File: src/rtl/line_composer.sv
// Scanline composer: on a line request it latches the line and sprite position,
// captures the map row and the matching sprite ROM row, then streams 848 composed
// 2-bit pixels into the line-buffer bank the display is not reading.
//
// Handshake: line_req is a request pulse that is honoured only while the block is
// IDLE (busy=0) and line_num < V_LINES. A request that arrives while busy is dropped
// and sets the sticky overrun flag. wr_en is a one-way strobe with no back-pressure:
// every cycle wr_en is high, wr_addr/wr_data/wr_bank form one write.
module line_composer #(
  parameter int          H_PIXELS     = 848,
  parameter int          V_LINES      = 480,
  parameter int          SPRITE_W     = 47,
  parameter int          SPRITE_H     = 47,
  parameter logic [1:0]  SPRITE_COLOR = 2'b10
) (
  input  logic                    pixelCLK,
  input  logic                    RESET_N,
  input  logic                    line_req,
  input  logic [8:0]              line_num,
  input  logic [10:0]             sprite_x,
  input  logic [10:0]             sprite_y,
  output logic [8:0]              map_row,
  input  logic [2*H_PIXELS-1:0]   map_data,
  output logic [5:0]              sprite_row_addr,
  input  logic [SPRITE_W-1:0]     sprite_row_data,
  output logic                    wr_en,
  output logic                    wr_bank,
  output logic [9:0]              wr_addr,
  output logic [1:0]              wr_data,
  output logic                    busy,
  output logic                    line_done,
  output logic                    overrun,
  output logic [1:0]              state_dbg
);

  typedef enum logic [1:0] {
    ST_IDLE  = 2'd0,
    ST_FETCH = 2'd1,
    ST_WRITE = 2'd2,
    ST_DONE  = 2'd3
  } state_t;

  state_t state_q;
  state_t state_d;

  logic [10:0]           sx_q;
  logic [10:0]           sy_q;
  logic [9:0]            x_q;
  logic [2*H_PIXELS-1:0] shadow_q;
  logic [SPRITE_W-1:0]   sprite_bits_q;
  logic                  row_hit_q;

  logic                  accept;
  logic [11:0]           x_ext;
  logic [11:0]           sx_ext;
  logic                  in_cols;
  logic [5:0]            col_off;
  logic [5:0]            bit_idx;
  logic                  sprite_px;
  logic [1:0]            pixel;

  // Requests for lines outside the active area are silently ignored.
  assign accept = (state_q == ST_IDLE) && line_req && (line_num < 9'(V_LINES));

  // State register.
  always_ff @(posedge pixelCLK or negedge RESET_N) begin
    if (!RESET_N) state_q <= ST_IDLE;
    else          state_q <= state_d;
  end

  // Next-state logic: one fetch cycle, H_PIXELS write cycles, one done cycle.
  always_comb begin
    state_d = state_q;
    case (state_q)
      ST_IDLE:  if (accept) state_d = ST_FETCH;
      ST_FETCH: state_d = ST_WRITE;
      ST_WRITE: if (x_q == 10'(H_PIXELS - 1)) state_d = ST_DONE;
      ST_DONE:  state_d = ST_IDLE;
      default:  state_d = ST_IDLE;
    endcase
  end

  // Datapath: latch request parameters, capture map/sprite rows, step the pixel counter.
  always_ff @(posedge pixelCLK or negedge RESET_N) begin
    if (!RESET_N) begin
      map_row         <= '0;
      sprite_row_addr <= '0;
      sx_q            <= '0;
      sy_q            <= '0;
      x_q             <= '0;
      shadow_q        <= '0;
      sprite_bits_q   <= '0;
      row_hit_q       <= 1'b0;
      wr_bank         <= 1'b0;
    end else begin
      case (state_q)
        ST_IDLE: begin
          if (accept) begin
            map_row         <= line_num;
            sx_q            <= sprite_x;
            sy_q            <= sprite_y;
            // Only the low 6 bits matter; outside the sprite rows the ROM data is unused.
            sprite_row_addr <= line_num[5:0] - sprite_y[5:0];
          end
        end
        ST_FETCH: begin
          shadow_q      <= map_data;
          sprite_bits_q <= sprite_row_data;
          // 12-bit compare so sprite_y near the top of its range cannot wrap into a hit.
          row_hit_q     <= ({3'b000, map_row} >= {1'b0, sy_q}) &&
                           ({3'b000, map_row} <  ({1'b0, sy_q} + 12'(SPRITE_H)));
          x_q           <= '0;
        end
        ST_WRITE: begin
          x_q <= x_q + 10'd1;
        end
        ST_DONE: begin
          wr_bank <= ~wr_bank;
        end
        default: ;
      endcase
    end
  end

  // Sticky overrun: any request seen while a line is in flight is lost.
  always_ff @(posedge pixelCLK or negedge RESET_N) begin
    if (!RESET_N)                            overrun <= 1'b0;
    else if (line_req && state_q != ST_IDLE) overrun <= 1'b1;
  end

  // Pixel composition: sprite bit over map pixel; columns past the line end are never reached.
  always_comb begin
    x_ext     = {2'b00, x_q};
    sx_ext    = {1'b0, sx_q};
    in_cols   = (x_ext >= sx_ext) && (x_ext < (sx_ext + 12'(SPRITE_W)));
    col_off   = x_q[5:0] - sx_q[5:0];
    bit_idx   = 6'(SPRITE_W - 1) - col_off;
    sprite_px = row_hit_q && in_cols && sprite_bits_q[bit_idx];
    pixel     = sprite_px ? SPRITE_COLOR : shadow_q[{x_q, 1'b0} +: 2];
  end

  // Output decode from state; async reset forces IDLE so writes stop immediately.
  always_comb begin
    wr_en     = (state_q == ST_WRITE);
    wr_addr   = wr_en ? x_q : 10'd0;
    wr_data   = wr_en ? pixel : 2'b00;
    busy      = (state_q != ST_IDLE);
    line_done = (state_q == ST_DONE);
    state_dbg = state_q;
  end

endmodule

File: config.mk
export PLATFORM = sky130hd
export DESIGN_NAME = line_composer
export DESIGN_NICKNAME = d
export VERILOG_FILES = /design/src/rtl/line_composer.sv
export SDC_FILE = /design/constraint.sdc
export NUM_CORES = 2
export LEC_CHECK = 0
export BUFFER_PORTS_ARGS = -buffer_cell sky130_fd_sc_hd__buf_2
export CORE_AREA = 8 8 695 697
export CTS_CLUSTER_DIAMETER = 200
export DETAILED_ROUTE_END_ITERATION = 10
export DIE_AREA = 0 0 703 705
export REMOVE_ABC_BUFFERS = 1
export SLEW_MARGIN = 10
export SYNTH_ARGS = -nofsm -noshare
export SYNTH_HDL_FRONTEND = slang
export SYNTH_SLANG_ARGS = --single-unit
File: constraint.sdc
create_clock -name pixelCLK -period 5.65 [get_ports pixelCLK]
set_input_delay 1.13 -clock pixelCLK [delete_from_list [all_inputs] [get_ports pixelCLK]]
set_output_delay 1.13 -clock pixelCLK [all_outputs]
set_load 0.02 [all_outputs]
# Word-level counts from Yosys, hierarchy flattened
# Index checks and enable logic that the tools add are counted.
word_totals:
  regBits: 1795
  inputBits: 1777
  output_inout_bits: 34
  wordCells: 52
classes:
  n_addsub: 6
  order_cmp: 6
  n_eq_ne: 6
  shift: 1
  n_mux: 9
  n_bitwise: 1
  n_reduce_logical: 12
op_table:
  columns: ["cell", "count"]
  rows:
  - ["variable part select 1696 x 12 -> 2 bit", 1]
  - ["adder 11 x 6 -> 12 bit, second input constant", 2]
  - ["one-hot mux 10 bit (2 select lines)", 1]
  - ["less-than comparator 10 x 12 -> 1 bit", 1]
  - ["less-than comparator 9 x 12 -> 1 bit", 1]
  - ["subtractor 6 bit", 2]
  - [">= comparator 10 x 11 -> 1 bit", 1]
  - [">= comparator 9 x 11 -> 1 bit", 1]
  - ["adder 10 x 1 -> 10 bit, second input constant", 1]
  - ["equality test 10 bit, second input constant", 1]
  - ["two-way mux 10 bit", 1]
  - ["less-than comparator 9 bit, second input constant", 1]
  - ["two-way mux 2 bit", 4]
  - ["one-hot mux 2 bit (4 select lines)", 1]
  - ["logical AND 1 bit", 7]
  - ["less-than comparator 6 x 7 -> 1 bit, second input constant", 1]
  - ["binary-select mux 1 bit (select 6 bit)", 1]
  - ["subtractor 6 bit, first input constant", 1]
  - ["equality test 2 bit, second input constant", 2]
  - ["AND reduction 2 bit", 2]
  - ["nonzero test 2 bit", 2]
  - ["equality test 2 x 1 -> 1 bit, second input constant", 1]
  - ["logical NOT 2 bit", 1]
  - ["inequality test 2 x 1 -> 1 bit, second input constant", 1]
  - ["other kinds (3)", 3]

# Depth between registers and ports, before layout
logic_depth:
  word_depth: 7
  ltp_mapped: 17

# Worst setup path before layout
# Ideal clock, no wire load.
synth_timing:
  path_type: "register to output"
  startpoint: "reg x_q[0]"
  endpoint: "out wr_data[0]"
  t_arrival_ps: 4211
  required_ps: 4520
  setup_slack_ps: 309
  path_stages_with_launch: 17
  path_buffers: 7
  cell_sequence: "dfrtp_1 buf_6 buf_6 buf_6 buf_6 buf_6 buf_4 inv_1 ha_1 buf_2 mux4_2 mux4_2 mux2i_1 mux2i_1 nand4_1 nand2_1 nor4_1"
synth_via:
  elab_chain_cells: 7
synth_lines:
  columns: ["item", "line", "source"]
  rows:
  - ["start, declared", "48", "logic [9:0] x_q;"]
  - ["start signal, assigned", "115", "x_q <= x_q + 10'd1;"]
  - ["subtractor 6 bit", "136", "col_off = x_q[5:0] - sx_q[5:0];"]
  - ["subtractor 6 bit", "137", "bit_idx = 6'(SPRITE_W - 1) - col_off;"]
  - ["binary-select mux 1 bit (select 6 bit)", "138", "sprite_px = row_hit_q && in_cols && sprite_bits_q[bit_idx];"]
  - ["two-way mux 1 bit (implied by the code)", "138", null]
  - ["logical AND 1 bit", "138", null]
  - ["two-way mux 2 bit (*)", "139", "pixel = sprite_px ? SPRITE_COLOR : shadow_q[{x_q, 1'b0} +: 2];"]
  - ["two-way mux 2 bit (*)", "146", "wr_data = wr_en ? pixel : 2'b00;"]
  - ["end, declared", "29", "output logic [1:0] wr_data,"]
# Mark *: on every way between the ends. The rest lies on a longest branch, timed or not. The select of a mux whose other input is x is not followed.

# Worst setup path in the final report
layout_timing:
  startpoint: "reg x_q[1]"
  endpoint: "out wr_data[1]"
# Same word-level chain as after synthesis.

==> impl_results.md <==
* Outcome: finished with violations
* Failing checks: negative setup slack
* Final Max Tran Viols at 0
* Primary FF master, synth: dfrtp_1
* Initial Util at 0.1738
* Vias per Instance at 4.110
* Max incr delay on CP at 0.48 ns
* Mapped Cells at 5215
* Clk sinks at 1795
* Fin Clk Skew at 0.04918 ns
* Avg Synthesized Cell Area at 15.74 um^2
* Synthesized area at 0.08209 mm^2
* Fmax at 0.1675 GHz
* Detailed placement HPWL at 314200 um
* Routed WL at 395300 um
* Antenna viol nets, final at 0
* Post-place setup slack at -0.6603 ns
* Total grt overflow at 0
* Tcrit/Tclk final at 1.057
* Unrepaired setup endpoints after global routing: yes
* Fin crit period at 5.971 ns
* RR Endpoint: state_dbg[1]
* Top-Level Pins at 1811
* Inst Count DP at 13170
* Endpoints failing hold at 0
* DR vias at 56500
* Fraction of layout cells with a size suffix above 1 at 0.6475
* Buf/Inv on CP at 8
* #FFs+latches synth at 1795
* Wire length per cell at 28.75 um
* Post-synth EDFFs at 0
* FF-to-FF path depth at 7
* Synth async-reset ratio at 1.000
* Worst reg2reg startpoint: x_q[5]
* Vias in the first global route at 60730
* Detailed Routing Iterations Pass 1 at 7
* Port bufs at 1810
* Final GP Congestion at 0.8777
* Clk_lat worst skew at 0.89 ns
* Initial DRC count at 4383
* Core ar. at 0.4723 mm^2
* Root Driver: clkbuf_16
* Flop2flop setup slack at 2.21 ns
* Largest net degree at the start of global routing at 171
* Crit path depth at 16
* Nets at 9031
* Max Cap Viol at 0
* Crit. End Element: output port
* GRT Util Overall at 0.1527
* # DRC at 0
* Width of the chip at 703 um
* Most common cell after layout, fill and taps aside: buf_2
* Register area share after synthesis at 0.5472
* Endpoints failing setup at 2
* Chip Height at 705 um
* Number of synthesis warnings at 0
* Non-filler cells, final at 13750
* Power per cell area at 585.0 mW/mm^2
* Worst Hold Class: in -> async
* Slew @ Worst Pin at 1.219 ns
* Critical path peak fanout at 44
* Initial antenna violation count at 288
* Synthesis-to-layout area growth at 32.47%
* Hold_buf cts at 0
* Worst-case clock buffer depth at 4
* CTS H-tree depth at 4
* Post-synthesis cell type count at 77
* Critical path's top delay family: buffers and inverters
* CP max-delay cell: o211ai_1
* Critical path required time at 4.52 ns
* CP Launch Type: flop
* Most frequent cells in the layout: buf_2, dfrtp_1, mux2_2
* Leak pwr at 0.04512 uW
* Total CTS buffers at 208
* Rel. slew slack at 0.1862
* CTS clock-pin slew for the worst setup and hold paths at 0.06 ns
* CP Cell Sequence: buf_4 > buf_12 > buf_12 > buf_6 > mux4_2 > a22o_1 > a221oi_4 > o22ai_2 > buf_12 > a21oi_2 > nor2_1 > o211ai_1 > buf_4 > a41oi_4 > buf_6 > buf_6
* Setup ws final at -0.3207 ns
* CTS tree: done
* WP data arrival at 4.84 ns
* Die Area at 0.4956 mm^2
* # rows at 253
* Crit Path Class: reg -> out
* Global-route wire length before repair at 524700 um
* Maximum vdd drop at 0.3474 mV
## cells by family after synthesis
family / synth area share
compound gates: 0.02997
xor+xnor: 0.002987
fa+ha+maj: 0.009572
buf+inv: 0.02559
flops: 0.5472
mux: 0.3688
simple gates: 0.01588
## cell type report
| class | instances | area, um^2 |
|---|---|---|
| Multi-Input combinational cell | 3004 | 35690 |
| Inverter | 51 | 209.0 |
| Sequential cell | 1795 | 44950 |
| Clock buffer | 292 | 5992 |
| Tap cell | 6247 | 7816 |
| Fill cell | 50010 | 363600 |
| Antenna cell | 148 | 370.4 |
| Clock inverter | 78 | 932.1 |
| Timing Repair Buffer | 2133 | 12780 |
## power by group
group	leakage (uW)	switching [uW]	internal, uW	total (uW)
Clock	0.00341	5770	8090	13900
Combinational	0.0206	11300	14400	25700
Sequential	0.0211	4490	19600	24100
## sequential cells by signal (all words and copies together) (netlist names)
register	count
map_row	9
overrun	1
row_hit_q	1
shadow_q	1696
sprite_bits_q	47
sprite_row_addr	6
state_dbg	2
sx_q	11
sy_q	11
wr_bank	1
x_q	10
## timing repair
action | in CTS | in global routing
resized for setup | 114 | 5
setup endpoints to repair | 2 | 2
endpoints found under the hold margin | 0 | 0
pin swaps | 18 | 6
setup buffers | 44 | 4
cloned | 10 | 1
## stage by stage
step	power [uW]	cell area (um^2)	TNS, ns	hold WS [ns]	util
after floorplan	30120	80180	-	0.4722	-
after global placement	48950	100100	-1.837	0.4404	0.2119
after detailed placement	49410	100100	-1.093	0.4474	0.2119
after CTS	64560	108300	-0.8740	0.2736	0.2293
after global routing	67060	108600	-0.9480	0.2993	0.2300
final	63610	108700	-0.4797	0.3775	0.2302
## synthesized netlist by cell type (18+ instances only)
cell	count	area (um^2)
a22oi_1	69	518.0
buf_6	34	382.9
buf_2	43	215.2
mux2_2	1774	19980
mux2i_1	104	1041
inv_1	48	180.2
a22o_1	18	157.7
clkbuf_1	240	900.9
xnor2_1	20	175.2
a21oi_1	59	295.3
nor2_1	54	202.7
mux4_2	410	9234
o21ai_0	43	215.2
a221oi_1	24	210.2
nand3_1	37	185.2
nand2_1	103	386.6
dfrtp_1	1795	44920
a31oi_1	19	118.9
buf_4	19	142.6
nor3_1	20	100.1
ha_1	58	725.7
## routing by layer
metal / global-route usage / vias up / routed length [um]
met2: 0.2610 / 2114 / 194500
li1: - / 23830 / -
met4: 0.05300 / 118 / 14910
met1: 0.1891 / 29690 / 160300
met3: 0.03372 / 755 / 24970
met5: 0 / - / 720
## worst max path at each step
stage	startpoint	end
floorplan	state_dbg[1]	shadow_q[0]
detailed placement	x_q[0]	wr_data[1]
global route	x_q[1]	wr_data[1]
finish	x_q[1]	wr_data[1]
global placement	x_q[0]	wr_data[0]
CTS	x_q[0]	wr_data[1]
(Power assumes the default switching activity.)
